<file path="src/rtl/systolic_feed_scheduler_pkg.sv">
// Shared types and sizing defaults for the systolic feed scheduler.
package systolic_pkg;

    localparam int N_DEFAULT = 32;
    localparam int M_DEFAULT = 5;

    typedef enum logic [2:0] {
        IDLE  = 3'd0,
        CLEAR = 3'd1,
        FEED  = 3'd2,
        DRAIN = 3'd3,
        DONE  = 3'd4
    } state_e;

    // Enabled cycles needed for the last product to reach the far corner PE.
    function automatic int run_cycles(input int m);
        return 3 * m - 2;
    endfunction

    localparam int RUN_CYCLES = run_cycles(M_DEFAULT);

endpackage

</file>
<file path="src/rtl/systolic_feed_scheduler_if.sv">
// Bundle between the operand memories, the systolic array and the scheduler.
interface systolic_feed_scheduler_if
    import systolic_pkg::*;
#(
    parameter int N  = N_DEFAULT,
    parameter int M  = M_DEFAULT,
    parameter int AW = (M > 1) ? $clog2(M) : 1
);
    logic            start;
    logic            abort;
    logic            busy;
    logic            done;
    logic            mem_rd;
    logic [AW-1:0]   mem_addr;
    logic [M*N-1:0]  a_rdata;
    logic [M*N-1:0]  b_rdata;
    logic            arr_clr;
    logic            arr_en;
    logic [M*N-1:0]  a_flat;
    logic [M*N-1:0]  b_flat;

    modport master (
        input  start, abort, a_rdata, b_rdata,
        output busy, done, mem_rd, mem_addr, arr_clr, arr_en, a_flat, b_flat
    );

    modport slave (
        output start, abort, a_rdata, b_rdata,
        input  busy, done, mem_rd, mem_addr, arr_clr, arr_en, a_flat, b_flat
    );
endinterface

</file>
<file path="src/rtl/systolic_feed_scheduler_skew_line.sv">
// DEPTH-stage registered delay line with async zero reset and synchronous flush.
module skew_line #(
    parameter int N     = 32,
    parameter int DEPTH = 1
) (
    input  logic         clk,
    input  logic         rst_n,
    input  logic         clr_i,
    input  logic [N-1:0] din_i,
    output logic [N-1:0] dout_o
);
    logic [DEPTH-1:0][N-1:0] stage_q;

    always_ff @(posedge clk or negedge rst_n) begin
        if (!rst_n) begin
            stage_q <= '0;
        end else if (clr_i) begin
            stage_q <= '0;
        end else begin
            stage_q[0] <= din_i;
            for (int s = 1; s < DEPTH; s++) begin
                stage_q[s] <= stage_q[s-1];
            end
        end
    end

    assign dout_o = stage_q[DEPTH-1];
endmodule

</file>
<file path="src/rtl/systolic_feed_scheduler.sv">
// Sequences one MxM output-stationary multiply: clear, operand fetch, diagonal
// skew into the array, enable window and a one-cycle done pulse.
module systolic_feed_scheduler
    import systolic_pkg::*;
#(
    parameter int N  = N_DEFAULT,
    parameter int M  = M_DEFAULT,
    parameter int AW = (M > 1) ? $clog2(M) : 1
) (
    input  logic                       clk,
    input  logic                       init_n,
    systolic_feed_scheduler_if.master  bus
);
    localparam int RUN_LEN = run_cycles(M);
    localparam int CW      = $clog2(3 * M);

    state_e          state_q, state_d;
    logic [AW-1:0]   k_q, k_d;
    logic [CW-1:0]   cnt_q, cnt_d;
    logic            rd_valid_q, rd_valid_d;
    logic            arr_en_q, arr_en_d;
    logic            flush;
    logic [M*N-1:0]  a_in, b_in;
    logic [M*N-1:0]  a_out, b_out;

    always_ff @(posedge clk or negedge init_n) begin
        if (!init_n) begin
            state_q    <= IDLE;
            k_q        <= '0;
            cnt_q      <= '0;
            rd_valid_q <= 1'b0;
            arr_en_q   <= 1'b0;
        end else begin
            state_q    <= state_d;
            k_q        <= k_d;
            cnt_q      <= cnt_d;
            rd_valid_q <= rd_valid_d;
            arr_en_q   <= arr_en_d;
        end
    end

    always_comb begin
        state_d    = state_q;
        k_d        = k_q;
        cnt_d      = cnt_q;
        rd_valid_d = (state_q == FEED);
        arr_en_d   = arr_en_q;
        flush      = 1'b0;

        case (state_q)
            IDLE:  if (bus.start) state_d = CLEAR;
            CLEAR: begin
                state_d = FEED;
                k_d     = '0;
            end
            FEED: begin
                k_d = k_q + 1'b1;
                if (k_q == AW'(M - 1)) begin
                    state_d = DRAIN;
                    k_d     = '0;
                end
            end
            DRAIN: if (arr_en_q && cnt_q == CW'(RUN_LEN - 1)) state_d = DONE;
            DONE:  state_d = IDLE;
            default: state_d = IDLE;
        endcase

        // Enable window opens on the first valid read word and closes after RUN_LEN cycles.
        if (arr_en_q) begin
            cnt_d = cnt_q + 1'b1;
            if (cnt_q == CW'(RUN_LEN - 1)) arr_en_d = 1'b0;
        end else if (rd_valid_q && cnt_q == '0) begin
            arr_en_d = 1'b1;
        end
        if (state_q == DONE) cnt_d = '0;

        if (bus.abort && state_q != IDLE) begin
            state_d    = IDLE;
            k_d        = '0;
            cnt_d      = '0;
            rd_valid_d = 1'b0;
            arr_en_d   = 1'b0;
            flush      = 1'b1;
        end
    end

    assign a_in = rd_valid_q ? bus.a_rdata : '0;
    assign b_in = rd_valid_q ? bus.b_rdata : '0;

    for (genvar gi = 0; gi < M; gi++) begin : g_lane
        skew_line #(.N(N), .DEPTH(gi + 1)) u_a_line (
            .clk    (clk),
            .rst_n  (init_n),
            .clr_i  (flush),
            .din_i  (a_in[gi*N +: N]),
            .dout_o (a_out[gi*N +: N])
        );
        skew_line #(.N(N), .DEPTH(gi + 1)) u_b_line (
            .clk    (clk),
            .rst_n  (init_n),
            .clr_i  (flush),
            .din_i  (b_in[gi*N +: N]),
            .dout_o (b_out[gi*N +: N])
        );
    end

    assign bus.busy     = (state_q != IDLE);
    assign bus.done     = (state_q == DONE);
    assign bus.arr_clr  = (state_q == CLEAR);
    assign bus.mem_rd   = (state_q == FEED);
    assign bus.mem_addr = (state_q == FEED) ? k_q : '0;
    assign bus.arr_en   = arr_en_q;
    assign bus.a_flat   = a_out;
    assign bus.b_flat   = b_out;
endmodule

</file>
<file path="src/flat_wrapper.sv">
// flat-port wrapper written by rule: the top's interface ports become plain ports
module systolic_feed_scheduler_flat import systolic_pkg::*;
#(
    parameter int N  = N_DEFAULT,
    parameter int M  = M_DEFAULT,
    parameter int AW = (M > 1) ? $clog2(M) : 1
)
  (clk, init_n, bus_start, bus_abort, bus_a_rdata, bus_b_rdata, bus_busy, bus_done, bus_mem_rd, bus_mem_addr, bus_arr_clr, bus_arr_en, bus_a_flat, bus_b_flat);
  systolic_feed_scheduler_if #(.N(N), .M(M), .AW(AW)) bus_i ();
  input  logic clk;
  input  logic init_n;
  input wire logic [$bits(bus_i.start)-1:0] bus_start;
  input wire logic [$bits(bus_i.abort)-1:0] bus_abort;
  input wire logic [$bits(bus_i.a_rdata)-1:0] bus_a_rdata;
  input wire logic [$bits(bus_i.b_rdata)-1:0] bus_b_rdata;
  output wire logic [$bits(bus_i.busy)-1:0] bus_busy;
  output wire logic [$bits(bus_i.done)-1:0] bus_done;
  output wire logic [$bits(bus_i.mem_rd)-1:0] bus_mem_rd;
  output wire logic [$bits(bus_i.mem_addr)-1:0] bus_mem_addr;
  output wire logic [$bits(bus_i.arr_clr)-1:0] bus_arr_clr;
  output wire logic [$bits(bus_i.arr_en)-1:0] bus_arr_en;
  output wire logic [$bits(bus_i.a_flat)-1:0] bus_a_flat;
  output wire logic [$bits(bus_i.b_flat)-1:0] bus_b_flat;
  assign bus_i.start = bus_start;
  assign bus_i.abort = bus_abort;
  assign bus_i.a_rdata = bus_a_rdata;
  assign bus_i.b_rdata = bus_b_rdata;
  assign bus_busy = bus_i.busy;
  assign bus_done = bus_i.done;
  assign bus_mem_rd = bus_i.mem_rd;
  assign bus_mem_addr = bus_i.mem_addr;
  assign bus_arr_clr = bus_i.arr_clr;
  assign bus_arr_en = bus_i.arr_en;
  assign bus_a_flat = bus_i.a_flat;
  assign bus_b_flat = bus_i.b_flat;
  systolic_feed_scheduler #(.N(N), .M(M), .AW(AW)) u_core (.clk(clk), .init_n(init_n), .bus(bus_i));
endmodule
</file>
<file path="config.mk">
export PLATFORM = sky130hd
export DESIGN_NAME = systolic_feed_scheduler_flat
export DESIGN_NICKNAME = d
export VERILOG_FILES = /design/src/rtl/systolic_feed_scheduler_pkg.sv /design/src/rtl/systolic_feed_scheduler_if.sv /design/src/rtl/systolic_feed_scheduler_skew_line.sv /design/src/rtl/systolic_feed_scheduler.sv /design/src/flat_wrapper.sv
export SDC_FILE = /design/constraint.sdc
export NUM_CORES = 1
export LEC_CHECK = 0
export ABC_AREA = 1
export CAP_MARGIN = 0
export CORE_MARGIN = 1
export CORE_UTILIZATION = 50
export CTS_CLUSTER_DIAMETER = 50
export DETAILED_ROUTE_END_ITERATION = 6
export PLACE_DENSITY = 0.76
export SLEW_MARGIN = 20
export SYNTH_ARGS = -nofsm -noshare
export SYNTH_HDL_FRONTEND = slang
export SYNTH_HIERARCHICAL = 1
export SYNTH_SLANG_ARGS = --single-unit
</file>
<file path="constraint.sdc">
create_clock -name clk -period 6.1 [get_ports clk]
set_clock_uncertainty 0.2 [all_clocks]
set_input_delay 1.22 -clock clk [delete_from_list [all_inputs] [get_ports clk]]
set_output_delay 1.22 -clock clk [all_outputs]
set_load 0.1 [all_outputs]
</file>
==> out/metrics.csv, run 1 <==
stage,metric,value,unit
place,pre-CTS setup slack,2402,ps
power_and_ir_drop,register share of total power,41.2,%
floorplan,Die ar.,76660,um^2
flow_run,number of max-cap violations,0,
floorplan,Die X-Extent,276.9,um
floorplan,Starting Density,50.66,%
timing,crit share post-route,67.21,%
clock_network,post-cts resize count,0,
power_and_ir_drop,Int Pwr,11.81,mW
timing,final setup violating endpoints,0,
timing,f_max,243.9,MHz
clock_network,Post-CTS Repair Setup Buffers,0,
timing,Worst Slack Setup Final,2000,ps
detailed_routing,post-route ant nets,0,
clock_network,Post-CTS Hold Fix Bufs,0,
timing,RSZ-0062 raised after global routing,no,
global_route,vias in the first global route,22990,
worst_setup_path,Crit Reg-Reg Endpoint,u_core/g_lane[4].u_b_line/dout_o[25],
worst_setup_path,"Arr. time, crit path",2680,ps
worst_setup_path,crit-path max FO,5,
yosys,Synth Area per Inst,9.442,um^2
power_and_ir_drop,Sw Ratio,33.04,%
cells_and_area,register area,24330,um^2
clock_network,worst skew pair latency,670,ps
power_and_ir_drop,worst ir drop on vdd,0.0002322,V
worst_setup_path,CP Class,reg2out,
cells_and_area,Multi-input gate area,5365,um^2
worst_setup_path,capture point of the worst path,bus_mem_addr[1],
floorplan,Die H,276.9,um
timing,relative slew slack,24.54,%
clock_network,TritonCTS clock tree,built,
power_and_ir_drop,pwr/cell area,381.3,nW/um^2
detailed_routing,routed vias/inst,4.149,
place,Final Wtd Congestion,0.8605,
global_route,global route overflow,0,
outcome,outcome,"complete, no violations",
global_route,GRT Overall Usage,20.06,%
clock_network,total CTS buffers,102,
cells_and_area,layout cells sized above 1,5.695,%
yosys,sequential share of the synthesized area,64.38,%
power_and_ir_drop,Leak,24.79,nW
worst_hold_path,worst min path class,reg2reg,
floorplan,row cnt,100,
clock_network,Worst-path clk slew,60,ps
clock_network,H-tree levels,3,
worst_setup_path,Worst Setup End Kind,primary output,
cells_and_area,final core utilization,62.02,%
yosys,count of cell types in the netlist,29,
timing,fin. max-slew vios,0,
global_route,largest net degree at the start of global routing,186,
global_route,first-pass GRT wire length,120000,um
floorplan,core region area,74570,um^2
detailed_routing,drt pass-1 iters,4,
detailed_routing,DR DRC count,0,
detailed_routing,DRT iter0 DRCs,1494,
global_route,antenna violations before repair,12,
place,port bufs,651,
timing,Final Hold Viols,0,
yosys,Seq cells post-synth,972,
clock_network,Clock Path Buffers,3,
yosys,Ys Warns,6,
power_and_ir_drop,Clock power frac,36.1,%
timing,setup TNS,0,ps
yosys,cell area after synthesis,37780,um^2
power_and_ir_drop,Logic pwr share,22.8,%
clock_network,CTS sink cnt,972,
power_and_ir_drop,switching power,5.827,mW
clock_network,clock root cell,clkbuf_16,
cells_and_area,Layout area overhead,22.42,%
worst_setup_path,reg2reg path depth,6,
worst_setup_path,Worst Setup Start Kind,register,
detailed_routing,Via Count,22570,
yosys,post-synth net total,4329,
cells_and_area,Filler Cells Inserted,5744,
worst_setup_path,Critical Path RT,4680,ps
worst_setup_path,FF-to-FF setup slack,3500,ps
cells_and_area,final layout net count,4712,
worst_setup_path,CP Launch Point,u_core/state_q[1],
yosys,Synth Instances,4001,
detailed_routing,Post-Route WL,75560,um
detailed_routing,WL/cell,13.89,um
floorplan,I/O pin count,652,
timing,Tightest Pin Transition,1128,ps
place,Post-DP HPWL,49140,um
worst_setup_path,r2r startpoint,u_core/state_q[0],
timing,"Min Clock Period, post-route",4100,ps
power by group through the flow:
stage               clock network, mW  registers (mW)  logic, mW
floorplan                           0            7.66       3.07
global placement                    0            7.35       3.98
detailed placement                  0            7.38       4.03
CTS                              6.50            7.27       4.06
global route                     6.77            7.32       4.35
finish                           6.36            7.26       4.01
registers in the layout, summed over array words and instances, names as in the netlist:
name and count:
u_core/g_lane.u_a_line/stage_q 320, u_core/g_lane.u_b_line/stage_q 320, u_core/state_q 3, u_core/cnt_q 4
u_core/g_lane.u_a_line/dout_o 160, u_core/bus.arr_en 1, u_core/rd_valid_q 1, u_core/k_q 3
u_core/g_lane.u_b_line/dout_o 160
Yosys cell counts:
| library cell | n | share of area [%] |
|---|---|---|
| o21ai_1 | 2 | 0.026 |
| xnor2_1 | 1 | 0.023 |
| a31oi_1 | 1 | 0.017 |
| nor2_2 | 21 | 0.35 |
| nand3_2 | 2 | 0.053 |
| nand2_1 | 329 | 3.3 |
| buf_8 | 2 | 0.079 |
| dfrtp_1 | 972 | 64 |
| nand3_4 | 1 | 0.046 |
| clkinv_1 | 1 | 0.0099 |
| nand2_2 | 2 | 0.033 |
| buf_2 | 31 | 0.41 |
| nand2_4 | 2 | 0.060 |
| buf_6 | 78 | 2.3 |
| o21ai_0 | 1 | 0.013 |
| buf_4 | 287 | 5.7 |
| xor2_1 | 2 | 0.046 |
| a21oi_1 | 1 | 0.013 |
| nand4_1 | 2 | 0.033 |
| inv_2 | 3 | 0.030 |
| nor2_4 | 21 | 0.63 |
| o22ai_1 | 1 | 0.017 |
| mux2i_1 | 1 | 0.026 |
| ha_1 | 4 | 0.13 |
| nor3_2 | 3 | 0.079 |
| nor2_1 | 930 | 9.2 |
| nand4_2 | 1 | 0.033 |
| nand3_1 | 5 | 0.066 |
| inv_1 | 1294 | 13 |
metrics by stage:
stage	hold slack, ps	instance area (um^2)	cells	power, mW
floorplan	232.7	37780	4001	10.73
global placement	234.5	42660	5249	11.33
detailed placement	241.9	42660	5249	11.40
CTS	227.9	46220	5429	17.83
global route	250.3	46250	5440	18.44
finish	219.6	46250	5440	17.63
critical path, stage by stage, from the launching register on:
cell and delay, ps:
dfrtp_1 370, inv_2 90, nor2_4 160, nand2_4 100, nor2_1 100, clkdlybuf4s50_1 1230
cell type report:
cell class / count / share of cell area [%]
flip-flops and latches: 972 / 52.60
repair buffers: 677 / 14.86
well taps: 969 / 2.622
clock buffers: 140 / 6.393
diodes: 11 / 0.05952
clock inverters: 40 / 1.309
multi-input cells: 1333 / 11.60
inverters: 1298 / 10.55
layout by cell type (no fill, tap or decap), types with 2 or more instances in the layout:
cell,count
clkbuf_16,103
clkinv_4,5
clkinvlp_4,2
clkbuf_1,13
nand2_4,2
nand2_1,329
inv_6,5
diode_2,11
o21ai_1,2
ha_1,4
clkbuf_8,24
bufinv_16,10
nand3_2,2
nand3_1,5
nand4_1,2
buf_12,13
clkinv_8,2
nor2_2,21
clkinv_16,3
dfrtp_1,971
inv_2,3
nand2_2,2
nor3_2,3
clkinv_2,12
nor2_1,930
buf_4,15
nor2_4,21
clkdlybuf4s50_1,648
xor2_1,2
inv_1,1293
how the worst min path moves through the flow:
stage	startpoint	to	slack, ps	depth (start not counted)
2_1_floorplan	u_core/g_lane[4].u_a_line/stage_q[25]	u_core/g_lane[4].u_a_line/stage_q[57]	230	2
4_1_cts	u_core/g_lane[4].u_b_line/stage_q[108]	u_core/g_lane[4].u_b_line/dout_o[12]	230	2
3_3_place_gp	u_core/g_lane[4].u_a_line/stage_q[33]	u_core/g_lane[4].u_a_line/stage_q[65]	230	2
3_5_place_dp	u_core/g_lane[4].u_a_line/stage_q[31]	u_core/g_lane[4].u_a_line/stage_q[63]	240	2
5_1_grt	u_core/g_lane[4].u_b_line/stage_q[73]	u_core/g_lane[4].u_b_line/stage_q[105]	250	2
6_report	u_core/g_lane[4].u_b_line/stage_q[108]	u_core/g_lane[4].u_b_line/dout_o[12]	220	2
metal layers:
layer | part of all wire [%] | GRT usage (%) | wire length (um)
met2 | 52 | 35.46 | 39310
met5 | 0.017 | 0 | 13
met4 | 3.8 | 8.860 | 2836
met1 | 37 | 22.49 | 28280
met3 | 6.8 | 5.686 | 5123
cells by family (layout without fill, tap and decap cells):
logic type / Yosys count / count (layout) / share of synthesized area [%]
AOI/OAI and AO/OA: 6 / 6 / 0.08611
xor gates and xnor gates: 3 / 3 / 0.06956
adders and majority gates: 4 / 4 / 0.1325
buffers and inverters: 1696 / 2155 / 21.41
DFF: 972 / 972 / 64.38
muxes: 1 / 1 / 0.02650
other: 0 / 11 / 0
and+or+nand+nor: 1319 / 1319 / 13.89
Power figures use the tool's default switching activity.
==> run 2, diff against run 1 <==
Settings changed: CORE_UTILIZATION 50 to 48.
Clock period 6.1 ns to 3.6 ns, I/O delays scaled along.
==> out/metrics.csv, run 2 (same netlist as run 1, synthesis figures left out) <==
stage,metric,value,unit
outcome,outcome,"complete, no violations",
clock_network,Worst-path clk slew,60,ps
global_route,antenna violations before repair,16,
power_and_ir_drop,worst ir drop on vdd,0.0004886,V
worst_setup_path,reg2reg path depth,6,
detailed_routing,drt pass-1 iters,5,
power_and_ir_drop,Leak,25.46,nW
worst_setup_path,worst-path cell chain,clkdlybuf4s50_1,
detailed_routing,routed vias/inst,4.056,
floorplan,Die H,282.5,um
timing,relative slew slack,31.46,%
timing,crit share post-route,86.43,%
worst_setup_path,crit-path max FO,1,
floorplan,Die ar.,79830,um^2
clock_network,worst skew pair latency,650,ps
worst_hold_path,HP Start,u_core/g_lane[4].u_a_line/stage_q[29],
place,Final Wtd Congestion,0.8471,
worst_setup_path,Bufs and invs on worst path,1,
clock_network,H-tree levels,3,
worst_setup_path,Crit Reg-Reg Endpoint,u_core/g_lane[4].u_b_line/stage_q[40],
worst_setup_path,CP top delay family,buffers and inverters,
detailed_routing,Via Count,22460,
power_and_ir_drop,Clock power frac,36.4,%
worst_setup_path,CP Class,reg2out,
worst_setup_path,Critical Path RT,2680,ps
detailed_routing,Post-Route WL,73150,um
worst_hold_path,worst min path class,reg2reg,
cells_and_area,non-filler instance count after layout,5537,
worst_setup_path,"Arr. time, crit path",2190,ps
detailed_routing,post-route ant nets,0,
global_route,largest net degree at the start of global routing,115,
timing,f_max,321.4,MHz
place,Placed Cells,5338,
clock_network,Clock Path Buffers,3,
worst_setup_path,r2r startpoint,u_core/state_q[0],
global_route,GRT Overall Usage,18.87,%
clock_network,TritonCTS clock tree,built,
power_and_ir_drop,Int Pwr,20.01,mW
power_and_ir_drop,Logic pwr share,22.6,%
floorplan,I/O pin count,652,
worst_setup_path,"slowest stage cell, crit path",clkdlybuf4s50_1,
clock_network,Post-CTS Repair Setup Buffers,0,
timing,final setup violating endpoints,0,
global_route,first-pass GRT wire length,116600,um
worst_setup_path,FF-to-FF setup slack,1540,ps
cells_and_area,"most common cell after layout, fill and taps aside",inv_1,
floorplan,Die X-Extent,282.5,um
cells_and_area,layout cells sized above 1,11.92,%
clock_network,clock root cell,clkbuf_16,
timing,setup TNS,0,ps
floorplan,Starting Density,48.61,%
cells_and_area,biggest regs,"u_core/g_lane.u_a_line/stage_q (320), u_core/g_lane.u_b_line/stage_q (320)",
power_and_ir_drop,pwr/cell area,651.4,nW/um^2
cells_and_area,final layout net count,4732,
detailed_routing,DRT iter0 DRCs,1444,
worst_setup_path,Worst Setup Start Kind,register,
worst_hold_path,Hold Path End,u_core/g_lane[4].u_a_line/stage_q[61],
worst_setup_path,Worst Setup End Kind,primary output,
power_and_ir_drop,Sw Ratio,33.28,%
place,Post-DP HPWL,49720,um
global_route,global route overflow,0,
clock_network,total CTS buffers,103,
floorplan,core region area,77720,um^2
clock_network,CTS sink cnt,972,
place,port bufs,651,
cells_and_area,"commonest non-fill, non-tap cells in the layout","inv_1, dfrtp_1, nor2_1",
timing,Hold Worst Slack,227.7,ps
timing,"Min Clock Period, post-route",3112,ps
worst_hold_path,Hold Path Cell Cnt,2,
timing,Tightest Pin Transition,1025,ps
timing,RSZ-0062 raised after global routing,no,
detailed_routing,WL/cell,13.21,um
global_route,vias in the first global route,22660,
cells_and_area,Layout area overhead,21.84,%
worst_setup_path,Worst path max stage delay,1170,ps
flow_run,number of max-cap violations,0,
detailed_routing,DR DRC count,0,
timing,fin. max-slew vios,0,
floorplan,row cnt,102,
power_and_ir_drop,switching power,9.978,mW
timing,Final Hold Viols,0,
power_and_ir_drop,register share of total power,41.0,%
## run 2: repair_timing
action                                 CTS  global route
hold buffers                             1             0
gates resized for setup                  0             0
endpoints found under the hold margin   37             0
## run 2: worst register-to-register path, cell delays in order, from the launching register on
cell and delay (ps):
dfrtp_1 410, inv_2 110, nand3_4 110, nand2_4 90, inv_8 340, buf_12 500, nor2_1 160
## run 2: power by group through the flow
stage | combinational [mW] | sequential [mW] | clock, mW
final | 6.78 | 12.3 | 10.9
after global routing | 7.41 | 12.4 | 11.6
after CTS | 6.88 | 12.3 | 11.2
after detailed placement | 6.85 | 12.5 | 0
after global placement | 6.78 | 12.4 | 0
after floorplan | 5.19 | 13.0 | 0
## run 2: final cells by class
type / instances / area, um^2
Clock inverter: 52 / 770.7
Fill cell: 6245 / 31690
Sequential cell: 972 / 24330
Inverter: 1298 / 4880
Tap cell: 1040 / 1301
Multi-Input combinational cell: 1333 / 5365
Antenna cell: 8 / 20.02
Clock buffer: 138 / 2879
Timing Repair Buffer: 696 / 6486
## run 2: worst max-delay path by stage
stage	to	cells after the start	slack, ps	start
final	bus_a_flat[144]	1	490	u_core/g_lane[4].u_a_line/dout_o[16]
after CTS	bus_a_flat[144]	1	420	u_core/g_lane[4].u_a_line/dout_o[16]
after global placement	u_core/g_lane[4].u_a_line/dout_o[19]	5	920	bus_abort
after global routing	bus_a_flat[144]	1	440	u_core/g_lane[4].u_a_line/dout_o[16]
after detailed placement	u_core/g_lane[4].u_a_line/stage_q[121]	5	860	bus_abort
after floorplan	bus_mem_addr[0]	3	770	u_core/state_q[2]
## run 2: metal layers
layer | up-vias | share of wire [%] | GRT usage, % | wire length, um
met5 | - | 0.16 | 0 | 118
met4 | 18 | 4.4 | 9.300 | 3250
met3 | 187 | 7.5 | 6.170 | 5488
met2 | 566 | 50 | 31.86 | 36570
met1 | 10410 | 38 | 21.51 | 27720
li1 | 11280 | - | - | -
## run 2: stage by stage
stage               area (um^2)  util (%)  worst slack, ps  power [mW]
floorplan                 37780         -            772.4       18.18
global placement          42350     54.49            919.2       19.23
detailed placement        42350     54.49            864.8       19.34
CTS                       46010     59.20            423.0       30.37
global route              46030     59.22            435.3       31.44
finish                    46030     59.22            488.5       29.98
